[config.mk]
export PLATFORM = sky130hd
export DESIGN_NAME = uart_buffered
export DESIGN_NICKNAME = d
export VERILOG_FILES = /design/src/rtl/uart_buffered.sv
export SDC_FILE = /design/constraint.sdc
export NUM_CORES = 1
export LEC_CHECK = 0
export ABC_CLOCK_PERIOD_IN_PS = 8830
export CORE_ASPECT_RATIO = 0.9
export CORE_MARGIN = 10
export CORE_UTILIZATION = 50
export CTS_CLUSTER_SIZE = 40
export DETAILED_ROUTE_END_ITERATION = 10
export PLACE_DENSITY = 0.66
export SLEW_MARGIN = 20
export SYNTH_ARGS = -nofsm -noshare
export SYNTH_HDL_FRONTEND = slang
export SYNTH_HIERARCHICAL = 1
export SYNTH_SLANG_ARGS = --single-unit
[constraint.sdc]
create_clock -name clk -period 8.83 [get_ports clk]
set_input_delay 1.3245 -clock clk [delete_from_list [all_inputs] [get_ports clk]]
set_output_delay 1.3245 -clock clk [all_outputs]
set_load 0.1 [all_outputs]
[src/rtl/uart_buffered.sv]
// rtl/uart_buffered.sv - Buffered 8N1 UART with TX/RX FIFOs, sticky errors and level IRQ
//
// uart_fifo: synchronous FIFO, power-of-two DEPTH, pointers one bit wider than the index.
//   clk, rst          : clock, synchronous active-high reset (pointers only)
//   push, wdata       : write side; dropped when full unless a pop happens the same cycle
//   pop, rdata        : read side; rdata is the head entry (combinational), pop ignored when empty
//   empty, full       : occupancy flags
//
// uart_buffered: memory-mapped UART on the CPU chip-select bus.
//   clk, rst          : clock, synchronous active-high reset
//   cs, we, addr      : bus cycle qualifiers and register offset ($00 DATA, $01 STATUS, $02 CONTROL)
//   data_in           : write data
//   data_out          : registered read data, valid the cycle after the read edge
//   tx, rx            : serial line out (idles high) / serial line in (asynchronous)
//   irq               : registered level interrupt

module uart_fifo #(
  parameter int DEPTH = 16,
  parameter int W     = 8
) (
  input  logic         clk,
  input  logic         rst,
  input  logic         push,
  input  logic [W-1:0] wdata,
  input  logic         pop,
  output logic [W-1:0] rdata,
  output logic         empty,
  output logic         full
);
  localparam int AW = $clog2(DEPTH);
  localparam logic [AW:0] FULL_CNT = (AW+1)'(DEPTH);

  logic [W-1:0] mem [DEPTH];
  logic [AW:0]  wptr;
  logic [AW:0]  rptr;
  logic         pop_eff;
  logic         push_eff;

  assign empty    = (wptr == rptr);
  assign full     = ((wptr - rptr) == FULL_CNT);
  assign pop_eff  = pop & ~empty;
  // A pop on a full FIFO frees the slot the push lands in, so both proceed.
  assign push_eff = push & (~full | pop_eff);
  assign rdata    = mem[rptr[AW-1:0]];

  always_ff @(posedge clk) begin
    if (rst) begin
      wptr <= '0;
      rptr <= '0;
    end else begin
      if (push_eff) wptr <= wptr + 1'b1;
      if (pop_eff)  rptr <= rptr + 1'b1;
    end
  end

  always_ff @(posedge clk) begin
    if (push_eff) mem[wptr[AW-1:0]] <= wdata;
  end
endmodule

module uart_buffered #(
  parameter int CLK_FREQ  = 25000000,
  parameter int BAUD_RATE = 9600,
  parameter int TX_DEPTH  = 16,
  parameter int RX_DEPTH  = 16
) (
  input  logic       clk,
  input  logic       rst,
  input  logic       cs,
  input  logic       we,
  input  logic [7:0] addr,
  input  logic [7:0] data_in,
  output logic [7:0] data_out,
  output logic       tx,
  input  logic       rx,
  output logic       irq
);
  localparam int BIT_CYC = CLK_FREQ / BAUD_RATE;
  localparam int TW      = $clog2(BIT_CYC + 1);
  localparam logic [TW-1:0] T_FULL = TW'(BIT_CYC);
  localparam logic [TW-1:0] T_HALF = TW'(BIT_CYC / 2);
  localparam logic [TW-1:0] T_ONE  = TW'(1);
  localparam logic [TW-1:0] T_ZERO = TW'(0);

  typedef enum logic [1:0] {TX_IDLE, TX_START, TX_DATA, TX_STOP} tx_state_t;
  typedef enum logic [1:0] {RX_IDLE, RX_START, RX_DATA, RX_STOP} rx_state_t;

  // Bus decode
  logic rd_en, wr_en;
  assign rd_en = cs & ~we;
  assign wr_en = cs & we;

  // TX path
  tx_state_t     tx_state;
  logic [TW-1:0] tx_timer;
  logic [2:0]    tx_idx;
  logic [7:0]    tx_shift;
  logic          tx_busy_q;
  logic          tx_empty, tx_full, tx_pop, tx_expire, tx_idle;
  logic [7:0]    tx_rdata;

  assign tx_expire = (tx_timer == T_ONE);
  assign tx_pop    = ~tx_empty & ((tx_state == TX_IDLE) | ((tx_state == TX_STOP) & tx_expire));
  // tx lags the state by one cycle, so idle is only reported once the stop bit has left the pin.
  assign tx_idle   = tx_empty & (tx_state == TX_IDLE) & ~tx_busy_q;

  uart_fifo #(.DEPTH(TX_DEPTH), .W(8)) u_tx_fifo (
    .clk   (clk),
    .rst   (rst),
    .push  (wr_en & (addr == 8'h00)),
    .wdata (data_in),
    .pop   (tx_pop),
    .rdata (tx_rdata),
    .empty (tx_empty),
    .full  (tx_full)
  );

  always_ff @(posedge clk) begin
    if (rst) begin
      tx_state  <= TX_IDLE;
      tx_timer  <= T_ZERO;
      tx_idx    <= 3'd0;
      tx_shift  <= 8'h00;
      tx_busy_q <= 1'b0;
      tx        <= 1'b1;
    end else begin
      tx_busy_q <= (tx_state != TX_IDLE);
      if (tx_timer != T_ZERO) tx_timer <= tx_timer - T_ONE;
      case (tx_state)
        TX_IDLE: begin
          tx <= 1'b1;
          if (!tx_empty) begin
            tx_shift <= tx_rdata;
            tx_timer <= T_FULL;
            tx_state <= TX_START;
          end
        end
        TX_START: begin
          tx <= 1'b0;
          if (tx_expire) begin
            tx_timer <= T_FULL;
            tx_idx   <= 3'd0;
            tx_state <= TX_DATA;
          end
        end
        TX_DATA: begin
          tx <= tx_shift[0];
          if (tx_expire) begin
            tx_shift <= {1'b0, tx_shift[7:1]};
            tx_timer <= T_FULL;
            if (tx_idx == 3'd7) tx_state <= TX_STOP;
            else                tx_idx   <= tx_idx + 3'd1;
          end
        end
        TX_STOP: begin
          tx <= 1'b1;
          if (tx_expire) begin
            // Chain straight into the next frame so back-to-back bytes have no idle gap.
            if (!tx_empty) begin
              tx_shift <= tx_rdata;
              tx_timer <= T_FULL;
              tx_state <= TX_START;
            end else begin
              tx_state <= TX_IDLE;
            end
          end
        end
        default: tx_state <= TX_IDLE;
      endcase
    end
  end

  // RX path
  rx_state_t     rx_state;
  logic [TW-1:0] rx_timer;
  logic [2:0]    rx_idx;
  logic [7:0]    rx_shift;
  logic          rx_meta, rx_sync, rx_prev;
  logic          rx_fall, rx_expire, rx_stop_edge, rx_push;
  logic          rx_empty, rx_full;
  logic [7:0]    rx_rdata;

  assign rx_fall      = rx_prev & ~rx_sync;
  assign rx_expire    = (rx_timer == T_ONE);
  assign rx_stop_edge = (rx_state == RX_STOP) & rx_expire;
  assign rx_push      = rx_stop_edge & rx_sync & ~rx_full;

  uart_fifo #(.DEPTH(RX_DEPTH), .W(8)) u_rx_fifo (
    .clk   (clk),
    .rst   (rst),
    .push  (rx_push),
    .wdata (rx_shift),
    .pop   (rd_en & (addr == 8'h00)),
    .rdata (rx_rdata),
    .empty (rx_empty),
    .full  (rx_full)
  );

  always_ff @(posedge clk) begin
    if (rst) begin
      rx_meta <= 1'b1;
      rx_sync <= 1'b1;
      rx_prev <= 1'b1;
    end else begin
      rx_meta <= rx;
      rx_sync <= rx_meta;
      rx_prev <= rx_sync;
    end
  end

  always_ff @(posedge clk) begin
    if (rst) begin
      rx_state <= RX_IDLE;
      rx_timer <= T_ZERO;
      rx_idx   <= 3'd0;
      rx_shift <= 8'h00;
    end else begin
      if (rx_timer != T_ZERO) rx_timer <= rx_timer - T_ONE;
      case (rx_state)
        RX_IDLE: begin
          if (rx_fall) begin
            rx_timer <= T_HALF;
            rx_state <= RX_START;
          end
        end
        RX_START: begin
          if (rx_expire) begin
            if (rx_sync) begin
              rx_state <= RX_IDLE;
            end else begin
              rx_timer <= T_FULL;
              rx_idx   <= 3'd0;
              rx_state <= RX_DATA;
            end
          end
        end
        RX_DATA: begin
          if (rx_expire) begin
            rx_shift <= {rx_sync, rx_shift[7:1]};
            rx_timer <= T_FULL;
            if (rx_idx == 3'd7) rx_state <= RX_STOP;
            else                rx_idx   <= rx_idx + 3'd1;
          end
        end
        RX_STOP: begin
          if (rx_expire) rx_state <= RX_IDLE;
        end
        default: rx_state <= RX_IDLE;
      endcase
    end
  end

  // Registers, read mux and interrupt
  logic       rx_ovr, rx_fe, rxie, txie;
  logic       status_w1c;
  logic [7:0] status;

  assign status_w1c = wr_en & (addr == 8'h01);
  assign status = {2'b00, tx_full, rx_fe, rx_ovr, tx_idle, ~rx_empty, ~tx_full};

  always_ff @(posedge clk) begin
    if (rst) begin
      rx_ovr   <= 1'b0;
      rx_fe    <= 1'b0;
      rxie     <= 1'b0;
      txie     <= 1'b0;
      data_out <= 8'h00;
      irq      <= 1'b0;
    end else begin
      // Set terms are OR'd last so a new error wins over a same-cycle clear.
      rx_ovr <= (rx_ovr & ~(status_w1c & data_in[3])) | (rx_stop_edge & rx_sync & rx_full);
      rx_fe  <= (rx_fe  & ~(status_w1c & data_in[4])) | (rx_stop_edge & ~rx_sync);
      if (wr_en && addr == 8'h02) begin
        rxie <= data_in[0];
        txie <= data_in[1];
      end
      if (rd_en) begin
        case (addr)
          8'h00:   data_out <= rx_empty ? 8'h00 : rx_rdata;
          8'h01:   data_out <= status;
          8'h02:   data_out <= {6'b000000, txie, rxie};
          default: data_out <= 8'h00;
        endcase
      end
      irq <= (rxie & ~rx_empty) | (txie & tx_empty);
    end
  end
endmodule

==> results of run 1 <==
## logic make-up after synthesis
logic type | after synthesis | synth area share (%)
fa+ha+maj | 33 | 2.785
xor+xnor | 28 | 1.654
simple gates | 266 | 9.055
flops | 352 | 64.81
mux | 97 | 13.31
buf+inv | 66 | 1.932
compound gates | 129 | 6.456
## flip-flops by register name (all words and copies together), names as in the netlist, 2 cells and up, named ones only
name,flops
tx_shift,8
u_tx_fifo/mem,128
tx_idx,3
u_tx_fifo/wptr,5
data_out,8
rx_shift,8
u_rx_fifo/mem,128
rx_timer,12
u_rx_fifo/rptr,5
u_rx_fifo/wptr,5
tx_state,2
rx_idx,3
tx_timer,12
u_tx_fifo/rptr,5
## cell type report
class                           instances  area [um2]
Sequential cell                       352        9614
Timing Repair Buffer                   36       340.3
Inverter                               25       93.84
Multi-Input combinational cell        553        4951
Clock buffer                           49        1001
Tap cell                              396       495.5
Clock inverter                         18       118.9
Fill cell                            2304       12470
## Yosys cell counts, drive strengths merged, types with 3 or more instances
library cell,n
ha,33
nand4,12
nor4,10
buf,19
nor2,82
o31ai,4
xor2,9
nor3,19
a21oi,49
mux4,80
dfxtp,96
clkbuf,22
a22o,4
nand2,58
a211oi,12
or3,9
o41ai,4
xnor2,19
inv,24
nand2b,10
a221oi,3
and3,16
o21bai,5
mux2i,16
nand3,14
edfxtp,256
or2,7
o21ai,19
a22oi,6
nor3b,3
and2,8
nor2b,9
## metrics by stage
step	utilization (%)	hold WS, ps	power (mW)
2_1_floorplan	-	389.5	2.241
3_3_place_gp	53.20	393.7	2.320
3_5_place_dp	53.20	394.5	2.330
4_1_cts	57.06	408.1	3.758
5_1_grt	57.12	428.0	3.887
6_report	57.12	407.8	3.726
## critical path: cells and delay by family
family	cells	cell delay, ps
compound gates	3	580
simple gates	6	2140
buf+inv	1	400
## final timing paths
| check | startpoint | end | slack, ps | cells after the start |
|---|---|---|---|---|
| min reg2reg | rx_meta | rx_sync | 410 | 1 |
| max reg2reg | rx_timer[5] | u_rx_fifo/mem[2][3] | 4750 | 7 |
| min | rx_meta | rx_sync | 410 | 1 |
| max | addr[5] | u_rx_fifo/mem[2][3] | 4520 | 10 |
## power breakdown
group	leakage, nW	internal, mW	switching [mW]
clock	0.551	0.806	0.622
combinational	1.75	0.178	0.264
sequential	3.12	1.81	0.0470
## layer usage
| layer | GRT usage [%] | vias up |
|---|---|---|
| met2 | 25.68 | 254 |
| met4 | 5.677 | 0 |
| li1 | - | 3836 |
| met5 | 0 | - |
| met3 | 2.977 | 52 |
| met1 | 24.38 | 4209 |
==> metrics.txt, run 1 <==
worst-skew pair later-pin latency 540 ps; vias in the first global route 8,324; Die X-Extent 201.5 um; CTS sink count 352; synthesized area per cell 15.27 um2; leading post-synthesis cells by cell area edfxtp_1, dfxtp_1, mux4_2; GP Congestion 0.8254; WL final 31,050 um; total CTS buffers 37; Slew Viols, Final 0; Crit path required time 8980 ps; synth warn 6; status completed; period utilization 48.83%; Cell variety after synth 72; Slew Limit Headroom 29.56%; Synth top area share 51.85%; Fin. Hold Viols 0; ANT cells 0; most frequent cells in the layout edfxtp_1, dfxtp_1, nor2_1; Synth area leader edfxtp_1; core area 0.02909 mm2; Starting Density 50.98%; post-synthesis instance area 0.01483 mm2; Post-CTS Resized 0; first-pass GRT wire length 49,140 um; Seq/Total Area, Yosys 64.81%; TNS Setup 0 ps; element type at the critical path end flop; Die Span Y 183.4 um; P per Cell Area 224.3 mW/mm2; RSZ-0062 raised after global routing no; grt ovf 0; DIE AREA 0.03695 mm2; pre-CTS WS 3896 ps; highest metal used met4; Worst path max stage delay 830 ps; pin count of the biggest net entering global routing 71; Area Overhead vs Synth 12.06%; share of cells above drive strength 1 17.33%; Cell Count Post-Placement 1,362; DR vias 8,351; Hold Buf Count CTS 0; Worst EP arrival 4460 ps; clk slew on worst S/H paths 60 ps; fmax 231.9 MHz; net count after synthesis 1,025; CP startpoint kind primary input; min-delay worst type reg2reg; gr usage total 16.94%; final instance area 0.01661 mm2; DRT antenna net count 0; root buffer cell clkbuf_16; H-tree depth 2; setup ws final 4518 ps; Max VDD drop 0.1822 mV; Setup Fix Bufs, Post-CTS 0; CP Cell Sequence clkdlybuf4s50_1, nor4_1, nand2_1, or2_2, nor3_1, o31a_4, o21bai_4, o41a_2, nand2_1, nor3_1; min Tclk post-route 4312 ps; initial drt markers 571; Pleak 5.414 nW; # setup viols final 0; clk_skew 24.65 ps; Post-Layout Cell Count 1,429; initial antenna violation count 0; Longest Clk Path Bufs 3; Post-synth EDFFs 256; wire per inst 21.73 um; met3 WL 2078 um; Synth Register Bits 352; WL met2 14,240 um; commonest non-fill, non-tap cell in the layout edfxtp_1; drt via density 5.844; slowest stage cell on the critical path nor3_1; dominant synthesized flop cell edfxtp_1; Critical Path Fanout Max 8; DRC 0; DRT Pass-1 Iters 5; Post-synth ARST share 0%; kind of critical path in2reg; maxcap violations 0; CTS tree yes; Worst Tran Pin Value 1049 ps; placed inst area 0.01547 mm2; M1 wire length 13,950 um; HPWL Detailed 20,220 um; IO Count 31; Port-buffer cells 30; Cells after Synth 971; # rows 59; nets 1,059
Note: power is estimated with default switching activity, not from simulation.
==> run 2, diff against run 1 <==
ABC_CLOCK_PERIOD_IN_PS = 4250   (was 8830)
clock period = 4.25 ns   (was 8.83 ns; I/O delays follow)
==> run 2 against run 1 <==
Sequential cell count unchanged. Clock power is 130% higher. Power rose by 120%. Largest cell class unchanged. Non-clock buffer count grew 17. Combinational power grew 110%. Register-to-register slack worse by 4100 ps. Utilization increased by 0.71 points. Sequential share of layout area down 0.73 points. Cell count up 1.1%. Hold slack gained 8.2 ps. Design area increased by 1.3%. First-iteration DRC count up 26%.
==> metrics.txt, run 2 (same netlist as run 1, synthesis figures left out) <==
status completed; Reg2Reg Depth 9; fmax 281.5 MHz; met3 WL 1529 um; kind of critical path reg2reg; Combinational Power Share 11.6%; Post-CTS Resized 0; share of cells above drive strength 1 18.68%; GP Congestion 0.8202; Setup Fix Bufs, Post-CTS 0; nets 1,076; RR Endpoint u_rx_fifo/mem[10][1]; Max VDD drop 0.3233 mV; Fin. Hold Viols 0; P per Cell Area 476.4 mW/mm2; slowest stage cell on the critical path nor4_1; most frequent cells in the layout edfxtp_1, dfxtp_1, nor2_1; first-pass GRT wire length 49,620 um; Sw Ratio 24.11%; Internal 6.082 mW; Worst path max stage delay 560 ps; total CTS buffers 37; period utilization 83.58%; Pwr Total 8.014 mW; Pleak 5.543 nW; Slew Viols, Final 0; M1 wire length 14,790 um; Area Overhead vs Synth 13.46%; H-tree depth 2; Port-buffer cells 30; Starting Density 50.98%; placed inst area 0.01560 mm2; initial drt markers 722; Die Span Y 183.4 um; ANT cells 0; # fillers 2,311; # setup viols final 0; grt ovf 0; drt via density 5.817; worst-skew pair later-pin latency 520 ps; HPWL Detailed 20,640 um; DIE AREA 0.03695 mm2; IO Count 31; fin util 57.84%; element type at the critical path end flop; Seq pwr share 48.1%; initial antenna violation count 0; Post-Layout Cell Count 1,445; Critical Path Fanout Max 10; DR vias 8,405; Slew Limit Headroom 34.40%; WL met2 14,510 um; Crit path required time 4380 ps; Die X-Extent 201.5 um; hold path start rx_meta; hold endpoint rx_sync; Cell Count Post-Placement 1,379; Longest Clk Path Bufs 3; CP startpoint kind flop; clk slew on worst S/H paths 70 ps; hold_ws 416.0 ps; min Tclk post-route 3552 ps; gr usage total 17.06%; setup ws final 698.0 ps; sw power 1.932 mW; final instance area 0.01682 mm2; clk_skew 28.07 ps; CP Cell Sequence ha_1, nand2_1, o21bai_1, and3_2, nor4_1, nor4_1, o41a_2, nand2_1, nor2_1; CTS tree yes; TNS Setup 0 ps; pin count of the biggest net entering global routing 71; Clock power frac 40.2%; Hold Path Depth 1; pre-CTS WS 446.6 ps; min-delay worst type reg2reg; DRC 0; wire per inst 21.72 um; core area 0.02909 mm2; RSZ-0062 raised after global routing no; Hold Buf Count CTS 0; highest metal used met4; Worst EP arrival 3680 ps; Worst Tran Pin Value 980.9 ps; root buffer cell clkbuf_16; # rows 59; WL final 31,390 um; maxcap violations 0; commonest non-fill, non-tap cell in the layout edfxtp_1; DRT antenna net count 0; DRT Pass-1 Iters 5; CTS sink count 352; reg-to-reg setup timing slack 700 ps; Reg2Reg Launch Point u_rx_fifo/wptr[2]; vias in the first global route 8,314
run 2: worst max path at each step:
stage,start,to,slack [ps]
global route,u_rx_fifo/wptr[2],u_rx_fifo/mem[10][1],490
global placement,addr[5],u_rx_fifo/mem[10][1],470
floorplan,addr[5],u_rx_fifo/mem[1][0],1110
CTS,u_rx_fifo/wptr[2],u_rx_fifo/mem[11][5],710
finish,u_rx_fifo/wptr[2],u_rx_fifo/mem[10][1],700
detailed placement,addr[5],u_rx_fifo/mem[14][3],450
run 2: layout make-up:
cell class / instances / area, um2 / share of cell area, %
Clock buffer: 50 / 1025 / 6.091
Clock inverter: 16 / 197.7 / 1.175
Inverter: 25 / 93.84 / 0.5578
Multi-Input combinational cell: 553 / 4931 / 29.31
Sequential cell: 352 / 9612 / 57.14
Tap cell: 396 / 495.5 / 2.945
Timing Repair Buffer: 53 / 467.9 / 2.782
run 2: power groups by stage:
stage	Clock, mW	Sequential, mW	Combinational [mW]
CTS	3.29	3.86	0.933
detailed placement	0	3.93	0.927
global placement	0	3.92	0.909
global route	3.44	3.87	1.05
floorplan	0	3.92	0.736
finish	3.22	3.86	0.932
run 2: layer usage:
metal / up-vias / track usage [%]
met5: - / 0
met3: 42 / 2.784
met2: 217 / 26.00
met1: 4277 / 24.95
li1: 3869 / -
met4: 0 / 4.656
run 2: critical path, delay by kind of cell, from the launching register on:
kind	cells	cell delay, ps
simple gates	6	1760
flops	1	550
compound gates	2	490
fa+ha+maj	1	350
